==> src/rtl/mem_req_initiator_pkg.sv <==
// Shared definitions for the memory request initiator: opcodes, line width,
// FSM state encoding and requester identifiers.
package mem_req_initiator_pkg;

  localparam logic [3:0] MEM_LOAD_LINE  = 4'd4;
  localparam logic [3:0] MEM_STORE_LINE = 4'd7;
  localparam int         LINE_W         = 128;

  typedef enum logic [1:0] {
    ST_IDLE  = 2'd0,
    ST_ISSUE = 2'd1,
    ST_DONE  = 2'd2
  } state_e;

  // Which cache owns the transaction currently in flight.
  typedef enum logic {
    SRC_L1I = 1'b0,
    SRC_L1D = 1'b1
  } src_e;

endpackage

==> src/rtl/mem_req_initiator_if.sv <==
// Bundle of the L1I/L1D request side and the memory request/response side.
//
// Handshake semantics: an L1 requester raises *_req_valid with stable
// addr/opcode/data and holds it until it sees the one-cycle *_req_ack pulse.
// mem_req_valid stays high with stable addr/opcode/store_data until
// mem_rsp_valid is sampled high on a rising edge; mem_rsp_valid is a one-cycle
// completion and is only meaningful while a request is outstanding.
// *_rsp_valid is a one-cycle completion pulse that carries rsp_load_data.
interface mem_req_initiator_if #(
  parameter int ADDR_W = 64
);
  import mem_req_initiator_pkg::*;

  logic              l1i_req_valid;
  logic [ADDR_W-1:0] l1i_req_addr;
  logic              l1i_req_ack;

  logic              l1d_req_valid;
  logic [ADDR_W-1:0] l1d_req_addr;
  logic [3:0]        l1d_req_opcode;
  logic [LINE_W-1:0] l1d_req_store_data;
  logic              l1d_req_ack;

  logic              l1i_rsp_valid;
  logic              l1d_rsp_valid;
  logic [LINE_W-1:0] rsp_load_data;

  logic              mem_req_valid;
  logic [ADDR_W-1:0] mem_req_addr;
  logic [3:0]        mem_req_opcode;
  logic [LINE_W-1:0] mem_req_store_data;

  logic              mem_rsp_valid;
  logic [LINE_W-1:0] mem_rsp_load_data;

  // The initiator: masters the memory request, serves the L1 requesters.
  modport master (
    input  l1i_req_valid, l1i_req_addr,
    output l1i_req_ack,
    input  l1d_req_valid, l1d_req_addr, l1d_req_opcode, l1d_req_store_data,
    output l1d_req_ack,
    output l1i_rsp_valid, l1d_rsp_valid, rsp_load_data,
    output mem_req_valid, mem_req_addr, mem_req_opcode, mem_req_store_data,
    input  mem_rsp_valid, mem_rsp_load_data
  );

  // The environment: L1 requesters plus the memory responder.
  modport slave (
    output l1i_req_valid, l1i_req_addr,
    input  l1i_req_ack,
    output l1d_req_valid, l1d_req_addr, l1d_req_opcode, l1d_req_store_data,
    input  l1d_req_ack,
    input  l1i_rsp_valid, l1d_rsp_valid, rsp_load_data,
    input  mem_req_valid, mem_req_addr, mem_req_opcode, mem_req_store_data,
    output mem_rsp_valid, mem_rsp_load_data
  );

endinterface

==> src/rtl/mem_req_initiator_rr_arb2.sv <==
// Two-way round-robin arbiter. On a tie the requester granted last loses.
// After reset index 0 counts as last granted, so index 1 wins the first tie.
module rr_arb2 (
  input  logic       clk,
  input  logic       reset,
  input  logic [1:0] req_i,
  input  logic       take_i,   // the grant is consumed this cycle
  output logic [1:0] gnt_o
);

  logic last_q, last_d;  // index granted most recently

  // One-hot grant and pointer update when the grant is taken.
  always_comb begin
    gnt_o = req_i;
    if (req_i == 2'b11) begin
      gnt_o = last_q ? 2'b01 : 2'b10;
    end
    last_d = last_q;
    if (take_i && (gnt_o != 2'b00)) begin
      last_d = gnt_o[1];
    end
  end

  // Pointer register.
  always_ff @(posedge clk) begin
    if (reset) last_q <= 1'b0;
    else       last_q <= last_d;
  end

endmodule

==> src/rtl/mem_req_initiator.sv <==
// Memory request initiator: arbitrates L1I/L1D line requests, issues one
// memory request at a time, returns the response to the granted cache and
// flags a sticky timeout when memory is slow to answer.
//
// Timing: requests sampled in IDLE are acked in the next cycle (first ISSUE
// cycle); the response sampled in ISSUE moves to DONE; the completion pulse
// is registered out of DONE, so it appears in the cycle after DONE.
module mem_req_initiator
  import mem_req_initiator_pkg::*;
#(
  parameter int TIMEOUT_CYCLES = 1024,
  parameter int ADDR_W         = 64
) (
  input  logic                clk,
  input  logic                reset,
  mem_req_initiator_if.master bus,
  output logic                busy,
  output logic                timeout,
  output state_e              dbg_state
);

  localparam int                CNT_W     = $clog2(TIMEOUT_CYCLES + 1);
  localparam logic [CNT_W-1:0]  CNT_MAX   = CNT_W'(TIMEOUT_CYCLES);
  localparam logic [ADDR_W-1:0] LINE_MASK = ~ADDR_W'(15);

  state_e            state_q, state_d;
  src_e              src_q, src_d;
  logic              l1i_ack_q, l1i_ack_d;
  logic              l1d_ack_q, l1d_ack_d;
  logic              l1i_rsp_q, l1i_rsp_d;
  logic              l1d_rsp_q, l1d_rsp_d;
  logic              mem_valid_q, mem_valid_d;
  logic [ADDR_W-1:0] addr_q, addr_d;
  logic [3:0]        opc_q, opc_d;
  logic [LINE_W-1:0] sdata_q, sdata_d;
  logic [LINE_W-1:0] rdata_q, rdata_d;
  logic [CNT_W-1:0]  wait_q, wait_d;
  logic              busy_q, busy_d;
  logic              timeout_q, timeout_d;

  logic [1:0]        arb_gnt;  // [0] = L1I, [1] = L1D

  rr_arb2 u_arb (
    .clk    (clk),
    .reset  (reset),
    .req_i  ({bus.l1d_req_valid, bus.l1i_req_valid}),
    .take_i (state_q == ST_IDLE),
    .gnt_o  (arb_gnt)
  );

  // Next-state and next-output computation for the request FSM.
  always_comb begin
    state_d     = state_q;
    src_d       = src_q;
    l1i_ack_d   = 1'b0;
    l1d_ack_d   = 1'b0;
    l1i_rsp_d   = 1'b0;
    l1d_rsp_d   = 1'b0;
    mem_valid_d = mem_valid_q;
    addr_d      = addr_q;
    opc_d       = opc_q;
    sdata_d     = sdata_q;
    rdata_d     = rdata_q;
    wait_d      = wait_q;

    unique case (state_q)
      ST_IDLE: begin
        if (arb_gnt[1]) begin
          l1d_ack_d   = 1'b1;
          src_d       = SRC_L1D;
          addr_d      = bus.l1d_req_addr & LINE_MASK;
          opc_d       = bus.l1d_req_opcode;
          sdata_d     = bus.l1d_req_store_data;
          mem_valid_d = 1'b1;
          wait_d      = '0;
          state_d     = ST_ISSUE;
        end else if (arb_gnt[0]) begin
          // Instruction fills are always plain line loads.
          l1i_ack_d   = 1'b1;
          src_d       = SRC_L1I;
          addr_d      = bus.l1i_req_addr & LINE_MASK;
          opc_d       = MEM_LOAD_LINE;
          sdata_d     = '0;
          mem_valid_d = 1'b1;
          wait_d      = '0;
          state_d     = ST_ISSUE;
        end
      end
      ST_ISSUE: begin
        if (bus.mem_rsp_valid) begin
          mem_valid_d = 1'b0;
          rdata_d     = (opc_q == MEM_STORE_LINE) ? '0 : bus.mem_rsp_load_data;
          state_d     = ST_DONE;
        end else if (wait_q != CNT_MAX) begin
          wait_d = wait_q + CNT_W'(1);
        end
      end
      ST_DONE: begin
        if (src_q == SRC_L1D) l1d_rsp_d = 1'b1;
        else                  l1i_rsp_d = 1'b1;
        state_d = ST_IDLE;
      end
      default: begin
        state_d     = ST_IDLE;
        mem_valid_d = 1'b0;
      end
    endcase

    busy_d    = (state_d != ST_IDLE);
    // Timeout only raises the flag; the request keeps waiting for memory.
    timeout_d = timeout_q | (wait_d == CNT_MAX);
  end

  // State and registered outputs.
  always_ff @(posedge clk) begin
    if (reset) begin
      state_q     <= ST_IDLE;
      src_q       <= SRC_L1I;
      l1i_ack_q   <= 1'b0;
      l1d_ack_q   <= 1'b0;
      l1i_rsp_q   <= 1'b0;
      l1d_rsp_q   <= 1'b0;
      mem_valid_q <= 1'b0;
      addr_q      <= '0;
      opc_q       <= '0;
      sdata_q     <= '0;
      rdata_q     <= '0;
      wait_q      <= '0;
      busy_q      <= 1'b0;
      timeout_q   <= 1'b0;
    end else begin
      state_q     <= state_d;
      src_q       <= src_d;
      l1i_ack_q   <= l1i_ack_d;
      l1d_ack_q   <= l1d_ack_d;
      l1i_rsp_q   <= l1i_rsp_d;
      l1d_rsp_q   <= l1d_rsp_d;
      mem_valid_q <= mem_valid_d;
      addr_q      <= addr_d;
      opc_q       <= opc_d;
      sdata_q     <= sdata_d;
      rdata_q     <= rdata_d;
      wait_q      <= wait_d;
      busy_q      <= busy_d;
      timeout_q   <= timeout_d;
    end
  end

  assign bus.l1i_req_ack        = l1i_ack_q;
  assign bus.l1d_req_ack        = l1d_ack_q;
  assign bus.l1i_rsp_valid      = l1i_rsp_q;
  assign bus.l1d_rsp_valid      = l1d_rsp_q;
  assign bus.rsp_load_data      = rdata_q;
  assign bus.mem_req_valid      = mem_valid_q;
  assign bus.mem_req_addr       = addr_q;
  assign bus.mem_req_opcode     = opc_q;
  assign bus.mem_req_store_data = sdata_q;
  assign busy                   = busy_q;
  assign timeout                = timeout_q;
  assign dbg_state              = state_q;

endmodule

==> src/flat_wrapper.sv <==
// flat-port wrapper written by rule: the top's interface ports become plain ports
module mem_req_initiator_flat import mem_req_initiator_pkg::*;
#(
  parameter int TIMEOUT_CYCLES = 1024,
  parameter int ADDR_W         = 64
)
  (clk, reset, busy, timeout, dbg_state, bus_l1i_req_valid, bus_l1i_req_addr, bus_l1i_req_ack, bus_l1d_req_valid, bus_l1d_req_addr, bus_l1d_req_opcode, bus_l1d_req_store_data, bus_l1d_req_ack, bus_l1i_rsp_valid, bus_l1d_rsp_valid, bus_rsp_load_data, bus_mem_req_valid, bus_mem_req_addr, bus_mem_req_opcode, bus_mem_req_store_data, bus_mem_rsp_valid, bus_mem_rsp_load_data);
  mem_req_initiator_if #(.ADDR_W(ADDR_W)) bus_i ();
  input  logic clk;
  input  logic reset;
  output logic busy;
  output logic timeout;
  output state_e dbg_state;
  input wire logic [$bits(bus_i.l1i_req_valid)-1:0] bus_l1i_req_valid;
  input wire logic [$bits(bus_i.l1i_req_addr)-1:0] bus_l1i_req_addr;
  output wire logic [$bits(bus_i.l1i_req_ack)-1:0] bus_l1i_req_ack;
  input wire logic [$bits(bus_i.l1d_req_valid)-1:0] bus_l1d_req_valid;
  input wire logic [$bits(bus_i.l1d_req_addr)-1:0] bus_l1d_req_addr;
  input wire logic [$bits(bus_i.l1d_req_opcode)-1:0] bus_l1d_req_opcode;
  input wire logic [$bits(bus_i.l1d_req_store_data)-1:0] bus_l1d_req_store_data;
  output wire logic [$bits(bus_i.l1d_req_ack)-1:0] bus_l1d_req_ack;
  output wire logic [$bits(bus_i.l1i_rsp_valid)-1:0] bus_l1i_rsp_valid;
  output wire logic [$bits(bus_i.l1d_rsp_valid)-1:0] bus_l1d_rsp_valid;
  output wire logic [$bits(bus_i.rsp_load_data)-1:0] bus_rsp_load_data;
  output wire logic [$bits(bus_i.mem_req_valid)-1:0] bus_mem_req_valid;
  output wire logic [$bits(bus_i.mem_req_addr)-1:0] bus_mem_req_addr;
  output wire logic [$bits(bus_i.mem_req_opcode)-1:0] bus_mem_req_opcode;
  output wire logic [$bits(bus_i.mem_req_store_data)-1:0] bus_mem_req_store_data;
  input wire logic [$bits(bus_i.mem_rsp_valid)-1:0] bus_mem_rsp_valid;
  input wire logic [$bits(bus_i.mem_rsp_load_data)-1:0] bus_mem_rsp_load_data;
  assign bus_i.l1i_req_valid = bus_l1i_req_valid;
  assign bus_i.l1i_req_addr = bus_l1i_req_addr;
  assign bus_l1i_req_ack = bus_i.l1i_req_ack;
  assign bus_i.l1d_req_valid = bus_l1d_req_valid;
  assign bus_i.l1d_req_addr = bus_l1d_req_addr;
  assign bus_i.l1d_req_opcode = bus_l1d_req_opcode;
  assign bus_i.l1d_req_store_data = bus_l1d_req_store_data;
  assign bus_l1d_req_ack = bus_i.l1d_req_ack;
  assign bus_l1i_rsp_valid = bus_i.l1i_rsp_valid;
  assign bus_l1d_rsp_valid = bus_i.l1d_rsp_valid;
  assign bus_rsp_load_data = bus_i.rsp_load_data;
  assign bus_mem_req_valid = bus_i.mem_req_valid;
  assign bus_mem_req_addr = bus_i.mem_req_addr;
  assign bus_mem_req_opcode = bus_i.mem_req_opcode;
  assign bus_mem_req_store_data = bus_i.mem_req_store_data;
  assign bus_i.mem_rsp_valid = bus_mem_rsp_valid;
  assign bus_i.mem_rsp_load_data = bus_mem_rsp_load_data;
  mem_req_initiator #(.TIMEOUT_CYCLES(TIMEOUT_CYCLES), .ADDR_W(ADDR_W)) u_core (.clk(clk), .reset(reset), .bus(bus_i), .busy(busy), .timeout(timeout), .dbg_state(dbg_state));
endmodule
==> config.mk <==
export PLATFORM = sky130hd
export DESIGN_NAME = mem_req_initiator_flat
export DESIGN_NICKNAME = d
export VERILOG_FILES = /design/src/rtl/mem_req_initiator_pkg.sv /design/src/rtl/mem_req_initiator_if.sv /design/src/rtl/mem_req_initiator_rr_arb2.sv /design/src/rtl/mem_req_initiator.sv /design/src/flat_wrapper.sv
export SDC_FILE = /design/constraint.sdc
export NUM_CORES = 1
export LEC_CHECK = 0
export BUFFER_PORTS_ARGS = -buffer_cell sky130_fd_sc_hd__buf_4
export CAP_MARGIN = 20
export CORE_AREA = 2 2 278 280
export DETAILED_ROUTE_END_ITERATION = 16
export DIE_AREA = 0 0 280 282
export PLACE_DENSITY = 0.4
export SLEW_MARGIN = 30
export SYNTH_ARGS = -nofsm -noshare
export SYNTH_HDL_FRONTEND = slang
export SYNTH_SLANG_ARGS = --single-unit
export TNS_END_PERCENT = 30
==> constraint.sdc <==
create_clock -name clk -period 2.1 [get_ports clk]
set_input_delay 0.21 -clock clk [delete_from_list [all_inputs] [get_ports clk]]
set_output_delay 0.21 -clock clk [all_outputs]
set_load 0.01 [all_outputs]
---- Yosys cells after proc, flatten, opt, wreduce, memory -nomap -nowiden ----
Cells that the tools add are included.
word-level totals
  register bits ........................... 346
  bits of input ports ..................... 393
  output and inout port bits .............. 333
  word-level logic and storage cells ...... 65
operators by class
  $add $sub $neg .......................... 1
  eq/ne operators ......................... 8
  multiplexer cells ....................... 28
  bitwise gates (word level) .............. 3
  reductions and logical operators ........ 10
operators with widths
  operator                                                                 number
  128-bit two-way mux                                                      3
  64-bit two-way mux                                                       2
  11-bit two-way mux                                                       4
  11-bit one-hot mux with 2 select lines                                   1
  11-bit by 1-bit adder with 11-bit output, second input constant          1
  11-bit == test, second input constant                                    1
  11-bit inequality test, second input constant                            1
  2-bit two-way mux                                                        5
  1-bit two-way mux                                                        9
  4-bit two-way mux                                                        2
  2-bit == test, second input constant                                     2
  4-bit by 3-bit == test with 1-bit output, second input constant          1
  2-bit one-hot mux with 2 select lines                                    1
  2-bit AND reduction                                                      2
  2-bit nonzero test                                                       2
  2-bit OR reduction                                                       2
  3-bit by 1-bit inequality test with 1-bit output, second input constant  1
  1-bit one-hot mux with 3 select lines                                    1
  3-bit AND reduction                                                      1
  3-bit OR reduction                                                       1
  2-bit by 1-bit == test with 1-bit output, second input constant          1
  2-bit zero test                                                          1
  2-bit inequality test, second input constant                             1
  1-bit NOT                                                                2
  other kinds (2)                                                          2

---- Depth between registers and ports, before layout ----
Gate-level depths: netlist of run 1.
  depth after elaboration ................. 7
  mapped depth ............................ 8
  depth with buffers taken out ............ 8

---- Modules after synthesis ----
A second synthesis of run 1 with hierarchy kept.
second synthesis, totals
  cells, all modules ...................... 1,132
  area, all modules ....................... 11,944.0 sq um
by module, submodules not included
  module             instances  cells each  area an instance (sq um)  seq. area each (sq um)
  mem_req_initiator  1          1,125       11,878.9                  6,826.5
  rr_arb2            1          7           65.1                      20.0

---- Least setup slack after synthesis of run 1 ----
No wires, ideal clock.
  path type ............................... flip-flop to flip-flop
  from .................................... register u_core.wait_q[0]
  to ...................................... register u_core.timeout_q (netlist: u_core.timeout)
  library setup time ...................... 0.088 ns
  arrival time ............................ 1.978 ns
  data required time ...................... 2.012 ns
  path slack .............................. 0.034 ns
  cell stages (with the launch flop) ...... 8
  path buffers ............................ 0
  period minus slack after synthesis ...... 2.066 ns
  cell sequence ........................... dfxtp_1 -> inv_1 -> ha_1 -> or4b_1 -> o41a_1 -> o311ai_1 -> nand4_1 -> o32ai_2
between the ends
  cells in the longest elaborated chain, start to end .. 6
  elaborated cells between the ends (all ways) .. 9
  classes of those cells .................. add/sub: 1; eq/ne: 2; mux: 5; bitwise: 1
RTL lines
  item                                                                                       RTL line                                          source
  start, declared                                                                            mem_req_initiator.sv:37                           logic [CNT_W-1:0] wait_q, wait_d;
  start signal, assigned                                                                     mem_req_initiator.sv:143                          wait_q <= wait_d;
  11-bit by 1-bit adder with 11-bit output / 11-bit inequality test (equally long branches)  mem_req_initiator.sv:95, mem_req_initiator.sv:94
  11-bit two-way mux                                                                         mem_req_initiator.sv:94                           end else if (wait_q != CNT_MAX) begin
  11-bit two-way mux                                                                         mem_req_initiator.sv:90                           if (bus.mem_rsp_valid) begin
  11-bit one-hot mux with 2 select lines (*)                                                 mem_req_initiator.sv:66                           unique case (state_q)
  11-bit == test (*)                                                                         mem_req_initiator.sv:111                          timeout_d = timeout_q | (wait_d == CNT_MAX);
  1-bit OR (*)                                                                               mem_req_initiator.sv:111
  end signal, assigned                                                                       mem_req_initiator.sv:145                          timeout_q <= timeout_d;
  end, declared                                                                              mem_req_initiator.sv:39                           logic timeout_q, timeout_d;
Mark *: on every way between the ends. The rest lies on a longest branch, timed or not.
A chain may end at the register's enable or synchronous reset.

---- Worst setup path in the final report of run 1 ----
  from .................................... register u_core.wait_q[1]
  to ...................................... register u_core.timeout_q (netlist: u_core.timeout)
Same word-level chain as after synthesis.

==> impl_metrics.csv, run 1 <==
group,metric,value,unit
status,status,"finished, violations left",
status,violations,"negative setup slack",
flow_run,max-cap-violations,0,
logic_synthesis,yosysSeqAreaShare,0.5622,
placed_design,portBuffers,713,
logic_synthesis,synth_warnings,0,
die,dieWidth,280,µm
sta,setup_viol,1,
layout,final_util,0.3190,
logic_synthesis,synthArstFlopShare,0,
critical_path,worstSetupPathType,"reg -> reg",
power_and_ir_drop,power,17.69,mW
placed_design,place_area,18960,µm²
layout,final_common_cell,"buf_4",
placed_design,dp_cells,2961,
logic_synthesis,yosysUniqueCellTypes,55,
routing,drt_iter0_markers,604,
clock_network,cts_buffers,43,
critical_path,reg2regPathDepth,7,
die,num_io_pins,726,
grt,overflow,0,
power_and_ir_drop,ir_drop,549.2,µV
layout,synthToLayoutAreaGrowth,98.87,%
critical_path,cp_max_fo,3,
clock_network,insertion_delay,0.55,ns
sta,skew,0.02011,ns
routing,dr.pass1.iters,5,
sta,whs,0.03408,ns
sta,period_share,1.001,
sta,layout_setup_ws,-0.001320,ns
die,dieHeight,282,µm
logic_synthesis,syn_inst,1332,
routing,ant_nets,0,
die,start_util,0.1604,
critical_path,critPathArrivalTime,2.57,ns
grt,grt_pass1_wl,83280,µm
logic_synthesis,yosys_register_bits,341,
critical_path,end_kind,"flop",
logic_synthesis,syn_area,12140,µm²
layout,instances_no_fill,3421,
die,num_rows,101,
power_and_ir_drop,p_per_area,732.7,nW/µm²
die,core_area,75700,µm²
routing,routedWlPerCell,16.62,µm
min_path,hold_class,"in -> reg",
grt,grt_antenna_before_repair,2,
logic_synthesis,syn_avg_cell_area,9.115,µm²
placed_design,dp_slack,-0.01282,ns
grt,grt_max_degree,70,
sta,grt_setup_unrepaired,"true",
clock_network,htreeDepth,2,
clock_network,clock-root-buffer,"clkbuf_16",
routing,viasPerCell,4.161,
grt,grt_usage,0.1332,
sta,max_freq,475.9,MHz
sta,slew_viol_final,0,
layout,mostFrequentLayoutCells,"buf_4, dlygate4sd3_1, dfxtp_1",
routing,drc,0,
clock_network,cts.sinks,341,
grt,grt_pass1_vias,14630,
min_path,whs_path_depth,2,
layout,drive_gt1_frac,0.3523,
clock_network,clk_path_buf_depth,3,
layout,final_area,24150,µm²
die,die_area,78960,µm²
logic_synthesis,synthFlopType,"dfxtp_1",
placed_design,dp_hpwl,39610,µm
clock_network,clk_pin_slew_worst_paths,0.06,ns
clock_network,cts_tree,"done",
sta,period_needed,2.101,ns
sta,fin_tns_setup,-0.001320,ns
layout,final_nets,2804,
critical_path,cp-start-kind,"flop",
clock_network,post_cts_buffers,0,
sta,hold_viol,0,
logic_synthesis,synth_edf_count,0,
critical_path,cp.required,2.56,ns
power_and_ir_drop,p_leak,10.62,nW
routing,routed_wl,56850,µm
placed_design,place.gp.congestion,0.7990,
routing,route.vias.total,14230,
layer usage:
| layer | global-route usage | vias up | part of all wire |
|---|---|---|---|
| met3 | 0.03911 | 114 | 0.079 |
| met5 | 0 | - | 0 |
| li1 | - | 6890 | - |
| met4 | 0.05732 | 0 | 0.038 |
| met2 | 0.2391 | 583 | 0.50 |
| met1 | 0.1454 | 6647 | 0.39 |
final timing paths:
path | startpoint | endpoint | slack [ns]
hold reg to reg | u_core.bus.mem_req_valid | u_core.bus.mem_req_valid | 0.47
hold / removal | reset | u_core.bus.rsp_load_data[24] | 0.03
setup reg to reg | u_core.wait_q[1] | u_core.timeout | -0.001
setup / recovery | u_core.wait_q[1] | u_core.timeout | -0.001
logic make-up (layout without fill, tap and decap cells):
family,after synthesis,in the layout,share of synthesized area
other,1,6,0.0003089
buffers and inverters,133,1239,0.04565
xor gates and xnor gates,1,1,0.0007215
DFF,341,341,0.5622
AOI/OAI and AO/OA,346,346,0.2196
adders and majority gates,2,2,0.002061
and+or+nand+nor,506,506,0.1677
muxes,2,2,0.001752
cell usage after synthesis (3+ instances only):
library cell,number,area (µm²)
a21oi_1,6,30.03
a22oi_1,259,1944
a311oi_1,60,525.5
a31oi_1,3,18.77
a32oi_1,3,26.28
and3_1,3,18.77
buf_2,11,55.05
buf_4,4,30.03
clkbuf_1,108,405.4
dfxtp_1,341,6827
inv_1,5,18.77
nand2_1,129,484.2
nand3_1,8,40.04
nand4_1,4,25.02
nor2_1,332,1246
nor3_1,5,25.02
nor4_1,3,18.77
nor4b_1,3,26.28
o21ai_0,3,15.01
report_power, final:
group	total (mW)	internal, mW	switching (mW)
logic	3.47	1.90	1.57
clock network	7.12	4.17	2.95
registers	7.11	6.86	0.244
critical path: stages (launching register included):
cell and delay (ns):
dfxtp_1 0.31, inv_1 0.07, ha_1 0.13, or4b_4 0.45, o41a_1 0.38, o311ai_1 0.25, nand4_1 0.16, o32ai_2 0.26
repair_timing:
action	in CTS	in global routing
resized for setup	1	2
gates cloned	0	1
hold endpoints to repair	322	0
setup endpoints to repair	1	8
hold buffers	380	0
pin swaps	1	0
final cells by class:
class / instances / area, µm²
flip-flops and latches: 341 / 6828
clock buffers: 66 / 1272
inverters: 5 / 18.77
clock inverters: 11 / 71.32
repair buffers: 1157 / 9887
fillers: 7885 / 51550
well taps: 978 / 1224
diodes: 2 / 5.005
multi-input cells: 861 / 4840
state kept, by name (all words and copies together), names as in the netlist:
name                           count
u_core.bus.mem_req_valid           1
u_core.src_q                       1
u_core.bus.mem_req_opcode          4
u_core.bus.l1i_rsp_valid           1
u_core.bus.l1i_req_ack             1
u_core.wait_q                     11
u_core.busy                        1
u_core.dbg_state                   2
u_core.bus.l1d_rsp_valid           1
u_core.bus.rsp_load_data         128
u_core.bus.l1d_req_ack             1
u_core.timeout                     1
u_core.bus.mem_req_store_data    128
u_core.bus.mem_req_addr           60
(Power assumes the default switching activity.)
==> inputs of run 2 (changes only) <==
==> constraint.sdc (replaced) <==
create_clock -name clk -period 2.1 [get_ports clk]
set_input_delay 0.42 -clock clk [delete_from_list [all_inputs] [get_ports clk]]
set_output_delay 0.42 -clock clk [all_outputs]
set_load 0.01 [all_outputs]
==> run 2 against run 1 <==
Net effect: the run now ends clean; fmax grew 1.5%; critical endpoint unchanged; clock power up 2.8%; final cell count is 11% lower; clock skew shrank 0.0094 ns; flip-flop and latch count is the same; largest cell class is now sequential cells; routed wire length down 6.2%; highest routed layer unchanged; largest power group unchanged; power decreased by 2.4%; worst hold slack improved by 0.059 ns; cell area down 15%.
==> impl_metrics.csv, run 2 (synthesis gave the netlist of run 1 again) <==
group,metric,value,unit
placed_design,portBuffers,713,
die,die_area,78960,µm²
critical_path,cp_num_buf_inv,2,
sta,skew,0.01073,ns
routing,dr.pass1.iters,5,
clock_network,htreeDepth,2,
layout,fillCellCount,8193,
layout,instances_no_fill,3051,
sta,slew_viol_final,0,
die,num_io_pins,726,
placed_design,dp_hpwl,39980,µm
grt,grt_usage,0.1267,
critical_path,end_kind,"flop",
die,num_rows,101,
sta,max_freq,483.1,MHz
sta,setup_viol,0,
clock_network,clk_path_buf_depth,3,
clock_network,clock-root-buffer,"clkbuf_16",
layout,multi_input_area,4858,µm²
flow_run,max-cap-violations,0,
die,start_util,0.1604,
routing,drc,0,
sta,period_needed,2.070,ns
min_path,whs_path_depth,3,
die,dieHeight,282,µm
placed_design,dp_slack,-0.04191,ns
critical_path,cp.required,2.54,ns
status,status,"completed",
min_path,whs_endpoint,"u_core.bus.rsp_load_data[109]",
critical_path,path_cells,"inv_2, ha_4, or4b_4, o41a_1, buf_4, nand3b_1, o311ai_2, nand4_1, o32ai_2",
power_and_ir_drop,p_leak,9.105,nW
routing,routed_wl,53350,µm
critical_path,cpPeakStageDelay,0.46,ns
layout,mostFrequentLayoutCells,"buf_4, dfxtp_1, nor2_1",
grt,grt_max_degree,59,
critical_path,r2r-end,"u_core.timeout",
clock_network,cts_tree,"done",
critical_path,worstSetupPathType,"reg -> reg",
clock_network,insertion_delay,0.56,ns
grt,grt_antenna_before_repair,0,
critical_path,r2r-start,"u_core.wait_q[1]",
power_and_ir_drop,ir_drop,453.2,µV
critical_path,crit_family,"simple AND/OR/NAND/NOR gates",
clock_network,hold_buffers,0,
die,dieWidth,280,µm
layout,final_util,0.2710,
critical_path,cp-start-kind,"flop",
critical_path,cp_max_fo,4,
grt,overflow,0,
min_path,hp-start,"bus_mem_rsp_load_data[109]",
critical_path,critPathArrivalTime,2.51,ns
layout,n_antenna_cell,0,
layout,synthToLayoutAreaGrowth,68.93,%
routing,viasPerCell,4.147,
power_and_ir_drop,power,17.27,mW
critical_path,slowest_stage,"or4b_4",
sta,fin_tns_setup,0,ns
sta,layout_setup_ws,0.03010,ns
placed_design,dp_cells,2970,
layout,drive_gt1_frac,0.4216,
routing,route.vias.total,12650,
power_and_ir_drop,p_per_area,841.9,nW/µm²
sta,period_share,0.9857,
routing,ant_nets,0,
clock_network,cts.sinks,341,
min_path,hold_class,"in -> reg",
clock_network,clk_pin_slew_worst_paths,0.06,ns
clock_network,cts_buffers,42,
layout,regArea,6828,µm²
die,core_area,75700,µm²
routing,drt_iter0_markers,521,
routing,routedWlPerCell,17.49,µm
critical_path,r2r_slack,0.03,ns
sta,grt_setup_unrepaired,"true",
layout,final_common_cell,"buf_4",
grt,grt_pass1_wl,77940,µm
placed_design,place.gp.congestion,0.7946,
grt,grt_pass1_vias,12900,
critical_path,reg2regPathDepth,9,
sta,hold_viol,0,
layout,final_nets,2434,
==> run 2: cell count changes in the layout (fill, tap and decap cells not counted), sizes merged <==
cell         change
dlygate4sd3    -380
bufinv           +2
clkbuf           -2
clkinvlp         +1
buf             +12
clkinv           -1
diode            -2
==> run 2: stage by stage <==
step	area, µm²	hold slack (ns)
after detailed placement	19070	0.4588
after global routing	20510	0.05544
after global placement	19070	0.4550
after floorplan	12150	0.4737
after CTS	20500	0.04061
final	20510	0.09341
==> run 2: worst max-delay path by stage <==
stage | from | end | slack [ns] | cells past startpoint
after floorplan | u_core.wait_q[0] | u_core.timeout | 0.03 | 7
after global placement | u_core.wait_q[1] | u_core.timeout | -0.06 | 7
after detailed placement | u_core.wait_q[1] | u_core.timeout | -0.04 | 7
after CTS | u_core.wait_q[1] | u_core.timeout | -0.05 | 7
after global routing | u_core.wait_q[1] | u_core.timeout | -0.09 | 9
final | u_core.wait_q[1] | u_core.timeout | 0.03 | 9
==> run 2: power by group <==
part | total [mW] | switching, mW | internal (mW)
sequential | 7.10 | 0.236 | 6.86
combinational | 2.85 | 1.39 | 1.46
clock | 7.32 | 2.99 | 4.33
==> run 2: repair_timing <==
| item | CTS | global route |
|---|---|---|
| pin swaps | 4 | 3 |
| endpoints found under the hold margin | 0 | 0 |
| setup endpoints to repair | 1 | 1 |
| gates resized for setup | 6 | 2 |
| setup buffers | 3 | 0 |
==> run 2: metal layers <==
metal  up-vias  global-route usage  routed length [µm]
li1       6143                   -                   -
met1      5920              0.1388               20030
met2       528              0.2277               26930
met3        63             0.04649                5167
met4         0             0.03716                1218
met5         -                   0                   0
==> run 2: final cells by class <==
class | instances | area share
Timing Repair Buffer | 788 | 0.3022
Sequential cell | 341 | 0.3329
Tap cell | 978 | 0.05966
Inverter | 5 | 0.0009150
Clock inverter | 13 | 0.007076
Multi-Input combinational cell | 861 | 0.2369
Clock buffer | 65 | 0.06039
==> run 2: tightest hold or removal path: stages <==
cell	delay [ns]
buf_4	0.08
a22oi_1	0.05
nor2_1	0.07
==> inputs of run 3 (changes only) <==
Settings changed: ABC_AREA from default to 1, CORE_AREA 2 2 278 280 to 2 2 286 288, DIE_AREA 0 0 280 282 to 0 0 288 290, PLACE_DENSITY 0.4 to default.
==> run 3 against run 2 <==
Net effect: count of clock-buffer cells in the layout decreased by 4; routed wire length increased by 5.8%; clock power decreased by 2%; non-clock buffer count decreased by 35; register-to-register slack improved by 0.26 ns; largest cell class unchanged; largest power group unchanged; critical endpoint is now u_core.bus.mem_req_store_data[61]; cell area increased by 1.5%; via count increased by 9.6%; sequential power increased by 0.8%; flip-flop and latch count unchanged.
==> impl_metrics.csv, run 3 <==
group,metric,value,unit
status,status,"completed",
critical_path,cp.required,2.58,ns
grt,grt_antenna_before_repair,5,
layout,final_nets,2767,
die,dieWidth,288,µm
layout,multi_input_area,5316,µm²
layout,final_util,0.2597,
sta,max_freq,553.4,MHz
logic_synthesis,yosysUniqueCellTypes,26,
clock_network,htreeDepth,2,
clock_network,cts.sinks,341,
layout,drive_gt1_frac,0.3450,
critical_path,r2r-end,"u_core.bus.mem_req_store_data[61]",
die,num_rows,104,
power_and_ir_drop,ir_drop,588.0,µV
routing,routed_wl,56440,µm
sta,layout_setup_ws,0.2931,ns
routing,drt_iter0_markers,576,
logic_synthesis,synth_most_common_cell,"nand2_1",
sta,fin_tns_setup,0,ns
die,num_io_pins,726,
layout,mostFrequentLayoutCells,"buf_4, nand2_1, dfxtp_1",
die,dieHeight,290,µm
sta,whs,0.08218,ns
routing,viasPerCell,4.007,
grt,overflow,0,
layout,fillCellCount,8870,
critical_path,r2r_slack,0.29,ns
grt,grt_usage,0.1267,
critical_path,r2r-start,"u_core.dbg_state[0]",
die,die_area,83520,µm²
placed_design,dp_slack,0.2728,ns
clock_network,cts_resized,0,
logic_synthesis,synth_edf_count,0,
clock_network,insertion_delay,0.56,ns
logic_synthesis,ys_top_cells_by_area,"dfxtp_1, a21oi_1, nand2_1",
min_path,hold_class,"in -> reg",
sta,skew,0.01760,ns
routing,drc,0,
clock_network,cts_buffers,42,
logic_synthesis,syn_avg_cell_area,7.497,µm²
logic_synthesis,syn_inst,1712,
critical_path,cp_max_fo,35,
placed_design,dp_hpwl,41600,µm
grt,grt_max_degree,108,
layout,instances_no_fill,3460,
critical_path,end_kind,"flop",
placed_design,place.gp.congestion,0.8189,
sta,hold_viol,0,
routing,routedWlPerCell,16.31,µm
logic_synthesis,synth_commonest_cells,"nand2_1, dfxtp_1, a21oi_1",
layout,synthToLayoutAreaGrowth,62.22,%
layout,n_antenna_cell,0,
critical_path,cp-start-kind,"flop",
placed_design,dp_cells,3388,
clock_network,clk_pin_slew_worst_paths,0.06,ns
layout,regArea,6827,µm²
logic_synthesis,yosys_register_bits,341,
sta,setup_viol,0,
critical_path,cp-startpoint,"u_core.dbg_state[0]",
die,core_area,80160,µm²
layout,final_common_cell,"buf_4",
flow_run,max-cap-violations,0,
logic_synthesis,synthArstFlopShare,0,
logic_synthesis,synth_warnings,0,
logic_synthesis,syn_area,12830,µm²
sta,period_share,0.8604,
clock_network,hold_buffers,0,
sta,slew_headroom,0.6244,
clock_network,post_cts_buffers,0,
critical_path,endpoint,"u_core.bus.mem_req_store_data[61]",
sta,period_needed,1.807,ns
logic_synthesis,synthFlopType,"dfxtp_1",
grt,grt_pass1_wl,82220,µm
sta,slew_viol_final,0,
clock_network,clock-root-buffer,"clkbuf_16",
routing,route.vias.total,13870,
routing,ant_nets,0,
die,start_util,0.1601,
power_and_ir_drop,p_leak,9.084,nW
placed_design,portBuffers,713,
clock_network,clk_path_buf_depth,3,
grt,grt_pass1_vias,13550,
critical_path,reg2regPathDepth,8,
logic_synthesis,yosysTopAreaCellShare,0.5319,
sta,grt_setup_unrepaired,"false",
routing,dr.pass1.iters,4,
logic_synthesis,synth_top_cell_by_area,"dfxtp_1",
critical_path,worstSetupPathType,"reg -> reg",
logic_synthesis,yosysSeqAreaShare,0.5319,
critical_path,critPathArrivalTime,2.29,ns
sta,tightest_slew,0.5634,ns
power_and_ir_drop,p_per_area,832.0,nW/µm²
clock_network,cts_tree,"done",
run 3: changes by cell type after synthesis, sizes merged, moves of 24 or more:
cell and change:
nor2 -55, buf +37, a311oi -60, o21ai +194, nand2 +241, clkbuf -24
a21oi +322, a22oi -259
run 3: metrics by stage:
step,area (µm²),power [mW]
final,20820,17.32
after global routing,20820,18.19
after CTS,20820,17.70
after detailed placement,19460,10.32
after global placement,19460,10.30
after floorplan,12850,8.511
run 3: area by class of cell:
class / count / area share
clock inverter: 11 / 0.005469
inverter: 25 / 0.004748
multi-input combinational: 1209 / 0.2553
clock buffer: 61 / 0.05974
timing repair buffer: 753 / 0.2831
sequential: 341 / 0.3279
tap: 1060 / 0.06370
run 3: report_power, final:
group | switching, mW | leakage (nW) | internal (mW)
registers | 0.240 | 2.79 | 6.92
clock network | 2.96 | 0.671 | 4.23
logic | 1.54 | 5.62 | 1.43
total | 4.74 | 9.08 | 12.6
run 3: per-layer routing:
metal	global-route usage	wire length, µm
met1	0.1345	21240
met2	0.2285	27820
met3	0.04631	5657
met4	0.04385	1665
met5	0	51
run 3: logic make-up after synthesis:
group           synth area share
xor+xnor               0.0006825
fa+ha+maj               0.001949
buf+inv                  0.05537
flops                     0.5319
simple gates              0.2019
compound gates            0.2079
other cells            0.0002922
run 3: critical path: stages (launching register included):
cell and delay, ns:
dfxtp_1 0.35, nor2_2 0.29, o21ai_4 0.11, buf_12 0.16, nor2_4 0.16, buf_12 0.21
buf_12 0.20, nand2_1 0.08, a21oi_1 0.13
run 3: worst min-delay path by stage:
stage | from | end | cells past startpoint
finish | bus_mem_rsp_load_data[61] | u_core.bus.rsp_load_data[61] | 3
global route | bus_mem_rsp_load_data[79] | u_core.bus.rsp_load_data[79] | 3
CTS | bus_mem_rsp_load_data[61] | u_core.bus.rsp_load_data[61] | 3
detailed placement | u_core.src_q | u_core.bus.l1i_rsp_valid | 1
global placement | u_core.src_q | u_core.bus.l1i_rsp_valid | 1
floorplan | u_core.src_q | u_core.bus.l1i_rsp_valid | 1
